**src/rtl/serial_addsub_pkg.sv**
```systemverilog
// Shared definitions for the bit-serial add/subtract unit.
//   state_t     : control FSM states (IDLE -> RUN -> DONE -> IDLE)
//   cnt_width   : width of the digit counter for a given number of digit steps
//   full_adder  : one-bit full adder cell, returns {carry_out, sum}
package serial_addsub_pkg;

  typedef enum logic [1:0] {
    IDLE = 2'd0,
    RUN  = 2'd1,
    DONE = 2'd2
  } state_t;

  // A single-step run still needs a one-bit counter so the vector stays legal.
  function automatic int cnt_width(input int steps);
    if (steps > 1) begin
      return $clog2(steps);
    end else begin
      return 1;
    end
  endfunction

  function automatic logic [1:0] full_adder(input logic a, input logic b, input logic c);
    logic s;
    logic co;
    s  = a ^ b ^ c;
    co = (a & b) | (a & c) | (b & c);
    return {co, s};
  endfunction

endpackage

```
**src/rtl/serial_addsub_if.sv**
```systemverilog
// Operand / result handshake bundle of serial_addsub.
//   in_valid/in_ready   : operand transfer (A, B, Cin, sub)
//   out_valid/out_ready : result transfer (Sum, Cout, ovf)
//   master : producer of operands / consumer of results
//   slave  : the arithmetic unit
interface serial_addsub_if #(
  parameter int N = 16
);
  logic         in_valid;
  logic         in_ready;
  logic [N-1:0] A;
  logic [N-1:0] B;
  logic         Cin;
  logic         sub;
  logic         out_valid;
  logic         out_ready;
  logic [N-1:0] Sum;
  logic         Cout;
  logic         ovf;

  modport master (
    output in_valid, A, B, Cin, sub, out_ready,
    input  in_ready, out_valid, Sum, Cout, ovf
  );

  modport slave (
    input  in_valid, A, B, Cin, sub, out_ready,
    output in_ready, out_valid, Sum, Cout, ovf
  );
endinterface

```
**src/rtl/serial_addsub_digit.sv**
```systemverilog
// DIGIT-bit ripple adder built from full_adder cells; the only
// combinational datapath of the serial unit.
//   a, b  : operand digits (b already inverted for subtraction)
//   cin   : carry into bit 0
//   sum   : digit result
//   cout  : carry out of the top bit of the digit
//   cmsb  : carry into the top bit of the digit (feeds signed overflow)
module serial_addsub_digit
  import serial_addsub_pkg::*;
#(
  parameter int DIGIT = 1
) (
  input  logic [DIGIT-1:0] a,
  input  logic [DIGIT-1:0] b,
  input  logic             cin,
  output logic [DIGIT-1:0] sum,
  output logic             cout,
  output logic             cmsb
);

  logic       c_s;
  logic [1:0] fa_s;

  // Ripple the carry through the digit; cmsb is left holding the carry
  // that entered the last cell.
  always_comb begin
    c_s  = cin;
    cmsb = cin;
    fa_s = 2'b00;
    sum  = {DIGIT{1'b0}};
    for (int i = 0; i < DIGIT; i++) begin
      cmsb   = c_s;
      fa_s   = full_adder(a[i], b[i], c_s);
      sum[i] = fa_s[0];
      c_s    = fa_s[1];
    end
    cout = c_s;
  end

endmodule

```
**src/rtl/serial_addsub.sv**
```systemverilog
// Bit-serial add/subtract unit: N-bit operands are resolved DIGIT bits per
// clock, LSB first, with the carry held in a flop between cycles.
//   clk  : rising-edge clock
//   rst  : synchronous active-high reset (abandons any operation)
//   bus  : serial_addsub_if.slave
//            operands A, B, Cin, sub accepted on in_valid && in_ready (IDLE only)
//            result Sum, Cout, ovf presented with out_valid (DONE only)
// sub=0 computes A+B+Cin; sub=1 computes A-B-Cin as A+~B+~Cin, so Cout=1
// means "no borrow". ovf is carry-into-MSB xor carry-out-of-MSB.
module serial_addsub
  import serial_addsub_pkg::*;
#(
  parameter int N     = 16,
  parameter int DIGIT = 1
) (
  input  logic           clk,
  input  logic           rst,
  serial_addsub_if.slave bus
);

  localparam int STEPS = N / DIGIT;
  localparam int CW    = cnt_width(STEPS);

  state_t           state_r;
  state_t           state_s;
  logic [N-1:0]     opa_r;
  logic [N-1:0]     opb_r;
  logic [N-1:0]     res_r;
  logic [N-1:0]     sum_r;
  logic             carry_r;
  logic             cout_r;
  logic             ovf_r;
  logic             in_ready_r;
  logic             out_valid_r;
  logic [CW-1:0]    cnt_r;

  logic             accept_s;
  logic             last_s;
  logic [DIGIT-1:0] dsum_s;
  logic             dcout_s;
  logic             dcmsb_s;
  logic [N-1:0]     res_next_s;

  serial_addsub_digit #(
    .DIGIT (DIGIT)
  ) u_digit (
    .a    (opa_r[DIGIT-1:0]),
    .b    (opb_r[DIGIT-1:0]),
    .cin  (carry_r),
    .sum  (dsum_s),
    .cout (dcout_s),
    .cmsb (dcmsb_s)
  );

  assign accept_s = (state_r == IDLE) && bus.in_valid;
  assign last_s   = (cnt_r == CW'(STEPS - 1));

  // New digit enters at the MSB end; after STEPS shifts the LSB digit has
  // travelled down to bit 0.
  assign res_next_s = (res_r >> DIGIT) | (N'(dsum_s) << (N - DIGIT));

  // Control state register.
  always_ff @(posedge clk) begin
    if (rst) begin
      state_r <= IDLE;
    end else begin
      state_r <= state_s;
    end
  end

  // Next-state logic: RUN lasts exactly STEPS cycles, DONE waits for out_ready.
  always_comb begin
    state_s = state_r;
    case (state_r)
      IDLE: begin
        if (bus.in_valid) begin
          state_s = RUN;
        end else begin
          state_s = IDLE;
        end
      end
      RUN: begin
        if (last_s) begin
          state_s = DONE;
        end else begin
          state_s = RUN;
        end
      end
      DONE: begin
        if (bus.out_ready) begin
          state_s = IDLE;
        end else begin
          state_s = DONE;
        end
      end
      default: begin
        state_s = IDLE;
      end
    endcase
  end

  // Handshake flags registered from the next state so they are glitch-free.
  always_ff @(posedge clk) begin
    if (rst) begin
      in_ready_r  <= 1'b1;
      out_valid_r <= 1'b0;
    end else begin
      in_ready_r  <= (state_s == IDLE);
      out_valid_r <= (state_s == DONE);
    end
  end

  // Operand shift registers, carry flop, digit counter and result registers.
  always_ff @(posedge clk) begin
    if (rst) begin
      opa_r   <= {N{1'b0}};
      opb_r   <= {N{1'b0}};
      res_r   <= {N{1'b0}};
      carry_r <= 1'b0;
      cnt_r   <= {CW{1'b0}};
      sum_r   <= {N{1'b0}};
      cout_r  <= 1'b0;
      ovf_r   <= 1'b0;
    end else begin
      case (state_r)
        IDLE: begin
          if (accept_s) begin
            opa_r   <= bus.A;
            opb_r   <= bus.sub ? ~bus.B : bus.B;
            carry_r <= bus.sub ? ~bus.Cin : bus.Cin;
            res_r   <= {N{1'b0}};
            cnt_r   <= {CW{1'b0}};
          end
        end
        RUN: begin
          opa_r   <= opa_r >> DIGIT;
          opb_r   <= opb_r >> DIGIT;
          res_r   <= res_next_s;
          carry_r <= dcout_s;
          cnt_r   <= cnt_r + CW'(1);
          // Published results change only on the edge that enters DONE.
          if (last_s) begin
            sum_r  <= res_next_s;
            cout_r <= dcout_s;
            ovf_r  <= dcmsb_s ^ dcout_s;
          end
        end
        DONE: begin
          cnt_r <= cnt_r;
        end
        default: begin
          cnt_r <= {CW{1'b0}};
        end
      endcase
    end
  end

  assign bus.in_ready  = in_ready_r;
  assign bus.out_valid = out_valid_r;
  assign bus.Sum       = sum_r;
  assign bus.Cout      = cout_r;
  assign bus.ovf       = ovf_r;

endmodule

```
**src/flat_wrapper.sv**
```systemverilog
// flat-port wrapper written by rule: the top's interface ports become plain ports
module serial_addsub_flat import serial_addsub_pkg::*;
#(
  parameter int N     = 16,
  parameter int DIGIT = 1
)
  (clk, rst, bus_in_valid, bus_A, bus_B, bus_Cin, bus_sub, bus_out_ready, bus_in_ready, bus_out_valid, bus_Sum, bus_Cout, bus_ovf);
  serial_addsub_if #(.N(N)) bus_i ();
  input  logic clk;
  input  logic rst;
  input wire logic [$bits(bus_i.in_valid)-1:0] bus_in_valid;
  input wire logic [$bits(bus_i.A)-1:0] bus_A;
  input wire logic [$bits(bus_i.B)-1:0] bus_B;
  input wire logic [$bits(bus_i.Cin)-1:0] bus_Cin;
  input wire logic [$bits(bus_i.sub)-1:0] bus_sub;
  input wire logic [$bits(bus_i.out_ready)-1:0] bus_out_ready;
  output wire logic [$bits(bus_i.in_ready)-1:0] bus_in_ready;
  output wire logic [$bits(bus_i.out_valid)-1:0] bus_out_valid;
  output wire logic [$bits(bus_i.Sum)-1:0] bus_Sum;
  output wire logic [$bits(bus_i.Cout)-1:0] bus_Cout;
  output wire logic [$bits(bus_i.ovf)-1:0] bus_ovf;
  assign bus_i.in_valid = bus_in_valid;
  assign bus_i.A = bus_A;
  assign bus_i.B = bus_B;
  assign bus_i.Cin = bus_Cin;
  assign bus_i.sub = bus_sub;
  assign bus_i.out_ready = bus_out_ready;
  assign bus_in_ready = bus_i.in_ready;
  assign bus_out_valid = bus_i.out_valid;
  assign bus_Sum = bus_i.Sum;
  assign bus_Cout = bus_i.Cout;
  assign bus_ovf = bus_i.ovf;
  serial_addsub #(.N(N), .DIGIT(DIGIT)) u_core (.clk(clk), .rst(rst), .bus(bus_i));
endmodule
```
**config.mk**
```make
export PLATFORM = sky130hd
export DESIGN_NAME = serial_addsub_flat
export DESIGN_NICKNAME = d
export VERILOG_FILES = /design/src/rtl/serial_addsub_pkg.sv /design/src/rtl/serial_addsub_if.sv /design/src/rtl/serial_addsub_digit.sv /design/src/rtl/serial_addsub.sv /design/src/flat_wrapper.sv
export SDC_FILE = /design/constraint.sdc
export NUM_CORES = 1
export LEC_CHECK = 0
export CAP_MARGIN = 20
export CORE_ASPECT_RATIO = 0.9
export CORE_MARGIN = 2
export CORE_UTILIZATION = 34
export CTS_CLUSTER_SIZE = 40
export DETAILED_ROUTE_END_ITERATION = 12
export SLEW_MARGIN = 20
export SYNTH_ARGS = -nofsm -noshare
export SYNTH_HDL_FRONTEND = slang
export SYNTH_HIERARCHICAL = 1
export SYNTH_SLANG_ARGS = --single-unit
```
**constraint.sdc**
```tcl
create_clock -name clk -period 3 [get_ports clk]
set_input_delay 0.6 -clock clk [delete_from_list [all_inputs] [get_ports clk]]
set_output_delay 0.6 -clock clk [all_outputs]
set_load 0.01 [all_outputs]
```
==> flow_metrics.py <==
metrics = {
    "outcome": {
        "outcome": "finished clean",
    },
    "worst_setup_path": {
        "crit_fanout": 35,
        "end_kind": "register",
        "r2r-start": "u_core/state_r[0]",
        "crit_slowest_cell": "dfxtp_1",
        "slowest_delay_ps": 660,
        "path_buf_inv": 1,
        "cp_data_required_time_ps": 3280,
        "r2r_slack_ps": 1030,
        "worstReg2RegEnd": "u_core/bus.Sum[0]",
        "path_class": "reg2reg",
        "start_kind": "register",
        "path_cells": "nor2b_4 > buf_4 > nand3_1 > a21oi_1",
        "crit_family": "simple AND/OR/NAND/NOR gates",
        "ff2ff_path_depth": 4,
        "crit_arrival_ps": 2260,
    },
    "min_path": {
        "min_to": "u_core/opb_r[15]",
        "hp-start": "u_core/opb_r[15]",
        "hold_path_class": "reg2reg",
        "min_path_cells": 2,
    },
    "floorplan": {
        "design.die.area_mm2": 0.009758,
        "initial_utilization": 0.3532,
        "ioPinCount": 58,
        "chipWidth_um": 103.9,
        "die_h_um": 93.92,
        "core_area_mm2": 0.008648,
        "num_rows": 32,
    },
    "yosys": {
        "ys_seq_elements": 74,
        "dominantRegCellSynth": "dfxtp_1",
        "ys_seq_area_frac": 0.4850,
        "async_flop_share": 0,
        "synth_edf_count": 0,
        "avgSynthCellArea_um2": 9.340,
        "synth_cells": 327,
        "yosys_warnings": 6,
        "synth_area_mm2": 0.003054,
        "synthDistinctLibCells": 38,
        "syn_nets": 367,
    },
    "cells_and_area": {
        "nets": 408,
        "syn_to_final_growth_pct": 25.81,
        "fillers": 876,
        "final_area_mm2": 0.003842,
        "final_layout_size_suffix_gt1_frac": 0.07239,
        "n_antenna_cell": 0,
    },
    "cts": {
        "tritoncts": "yes",
        "ctsHoldBuffers": 0,
        "clock-sinks": 74,
        "worstSkewPairLatency_ps": 350,
        "cts_buffers": 9,
        "root_buffer": "clkbuf_8",
        "cts_resized": 0,
        "cts_setup_buffers": 0,
        "cts.clk_slew.worst_paths_ps": 80,
        "h-tree-depth": 3,
        "cts_buffer_depth": 2,
    },
    "global_routing": {
        "grt_max_degree": 46,
        "antenna_found_initial": 0,
        "grt_usage": 0.1409,
        "grt_pass1_wl_um": 11260,
        "grt_pass1_vias": 2384,
        "overflow": 0,
    },
    "place": {
        "dp_hpwl_um": 4262,
        "placed_area_mm2": 0.003598,
        "port_buffers": 57,
        "dpl_worst_slack_ps": 654.1,
        "place.gp.congestion": 0.7382,
    },
    "job": {
        "maxCapViolCount": 0,
    },
    "power": {
        "power_frac_seq": 0.475,
        "ir_drop_mv": 0.2990,
        "p_comb_frac": 0.101,
        "p_int_mw": 1.711,
        "p_per_area_mw_per_mm2": 575.9,
        "p_sw_mw": 0.5022,
        "p_leak_nw": 1.284,
        "p_clk_frac": 0.424,
        "swShare": 0.2269,
    },
    "sta": {
        "drv_slew": 0,
        "max_freq_mhz": 506.4,
        "slew_headroom": 0.4811,
        "setup_violations": 0,
        "fin_ws_ps": 1025,
        "worst_pin_slew_ps": 778.3,
        "finalCriticalPeriod_ps": 1975,
        "hold_viol": 0,
        "setup_tns_ps": 0,
        "rsz0062_at_grt": "false",
        "fin_crit_sh": 0.6583,
        "skew_ps": 7.359,
    },
    "routing": {
        "drc_errors": 0,
        "routed_wl_um": 6690,
        "viasPerCell": 5.081,
        "via_count": 2500,
        "first_iter_violations": 156,
        "ant_nets": 0,
        "routedWlPerCell_um": 13.60,
        "firstDrtPassIters": 5,
    },
}
-- tightest hold or removal path, cell delays in order, from the launching register on --
cell,delay (ps)
dfxtp_1,310
nand2_1,50
a21oi_1,50
-- stage by stage --
step / total power, mW / util / cells / hold slack [ps]
2_1_floorplan: 1.228 / - / 327 / 431.6
3_3_place_gp: 1.294 / 0.4161 / 476 / 445.1
3_5_place_dp: 1.297 / 0.4161 / 476 / 454.9
4_1_cts: 2.241 / 0.4443 / 492 / 467.0
5_1_grt: 2.303 / 0.4443 / 492 / 511.4
6_report: 2.213 / 0.4443 / 492 / 461.7
-- sequential cells by signal, summed over array words and instances, names as in the netlist --
| name | count |
|---|---|
| u_core/bus.out_valid | 1 |
| u_core/bus.in_ready | 1 |
| u_core/opa_r | 16 |
| u_core/carry_r | 1 |
| u_core/res_r | 15 |
| u_core/bus.Sum | 16 |
| u_core/cnt_r | 4 |
| u_core/state_r | 2 |
| u_core/bus.Cout | 1 |
| u_core/bus.ovf | 1 |
| u_core/opb_r | 16 |
-- power by group through the flow --
stage	clock network (mW)	registers (mW)	logic (mW)
2_1_floorplan	0	1.06	0.164
3_3_place_gp	0	1.07	0.222
3_5_place_dp	0	1.07	0.224
4_1_cts	0.966	1.05	0.225
5_1_grt	1.00	1.06	0.246
6_report	0.939	1.05	0.224
-- cells in the mapped netlist (2+ instances only) --
master     number  share of area
dfxtp_1        74           0.49
a21oi_1        36          0.059
a22oi_1        31          0.076
o22ai_1        27          0.055
nor2_1         23          0.028
o21ai_0        23          0.038
nand3_1        20          0.033
xnor2_1        17          0.049
buf_2          10          0.016
buf_4           9          0.022
o21ai_1         9          0.015
buf_6           6          0.022
clkbuf_1        5         0.0061
nand2_1         5         0.0061
nand2b_1        3         0.0061
o2bb2ai_1       3         0.0086
a32oi_1         2         0.0057
and3_1          2         0.0041
inv_1           2         0.0025
xor2_1          2         0.0057
-- logic make-up (layout without fill, tap and decap cells) --
kind of cell,Yosys count,count (layout),share of synthesized area
AOI/OAI and AO/OA,139,139,0.2851
DFF,74,74,0.4850
and+or+nand+nor,59,59,0.09300
buffers and inverters,34,80,0.07169
xor gates and xnor gates,19,19,0.05449
adders and majority gates,2,2,0.01065
-- area by class of cell --
class	count	area, um2	share of cell area
Timing Repair Buffer	61	595.6	0.1550
Inverter	3	11.26	0.002931
Clock inverter	4	98.84	0.02572
Clock buffer	12	145.1	0.03777
Sequential cell	74	1481	0.3855
Multi-Input combinational cell	219	1361	0.3543
Tap cell	119	148.9	0.03875
-- worst max-delay path by stage --
stage	cells after the start	to	startpoint
2_1_floorplan	5	u_core/opa_r[10]	bus_in_valid
3_3_place_gp	5	u_core/res_r[4]	bus_in_valid
3_5_place_dp	5	u_core/res_r[9]	bus_in_valid
4_1_cts	4	u_core/bus.Sum[0]	u_core/state_r[0]
5_1_grt	4	u_core/bus.Sum[11]	u_core/state_r[0]
6_report	4	u_core/bus.Sum[0]	u_core/state_r[0]
-- cells in the final DEF (no fill, tap or decap), drive strengths merged --
master / Yosys / final
nand2: 6 / 6
xnor2: 17 / 17
nand2b: 3 / 3
nand4: 1 / 1
nor2: 23 / 23
a21oi: 36 / 36
o311ai: 1 / 1
buf: 26 / 5
nor2b: 1 / 1
a32oi: 2 / 2
a22oi: 32 / 32
xor2: 2 / 2
dfxtp: 74 / 74
clkinv: 0 / 1
nand3: 20 / 20
a211oi: 1 / 1
nor3b: 2 / 2
ha: 1 / 1
and3: 2 / 2
clkdlybuf4s50: 0 / 56
o2bb2ai: 3 / 3
o21ai: 32 / 32
o21bai: 1 / 1
o22ai: 28 / 28
bufinv: 0 / 3
a311oi: 1 / 1
fa: 1 / 1
or3b: 1 / 1
clkbuf: 5 / 12
o21ba: 1 / 1
a31oi: 1 / 1
inv: 3 / 3
-- metal layers --
metal,up-vias,global-route usage,routed length [um]
met1,1146,0.1879,3425
met5,-,0,0
met3,12,0.04785,379
li1,1282,-,-
met2,60,0.2155,2801
met4,0,0.04392,83
(Power assumes the default switching activity.)
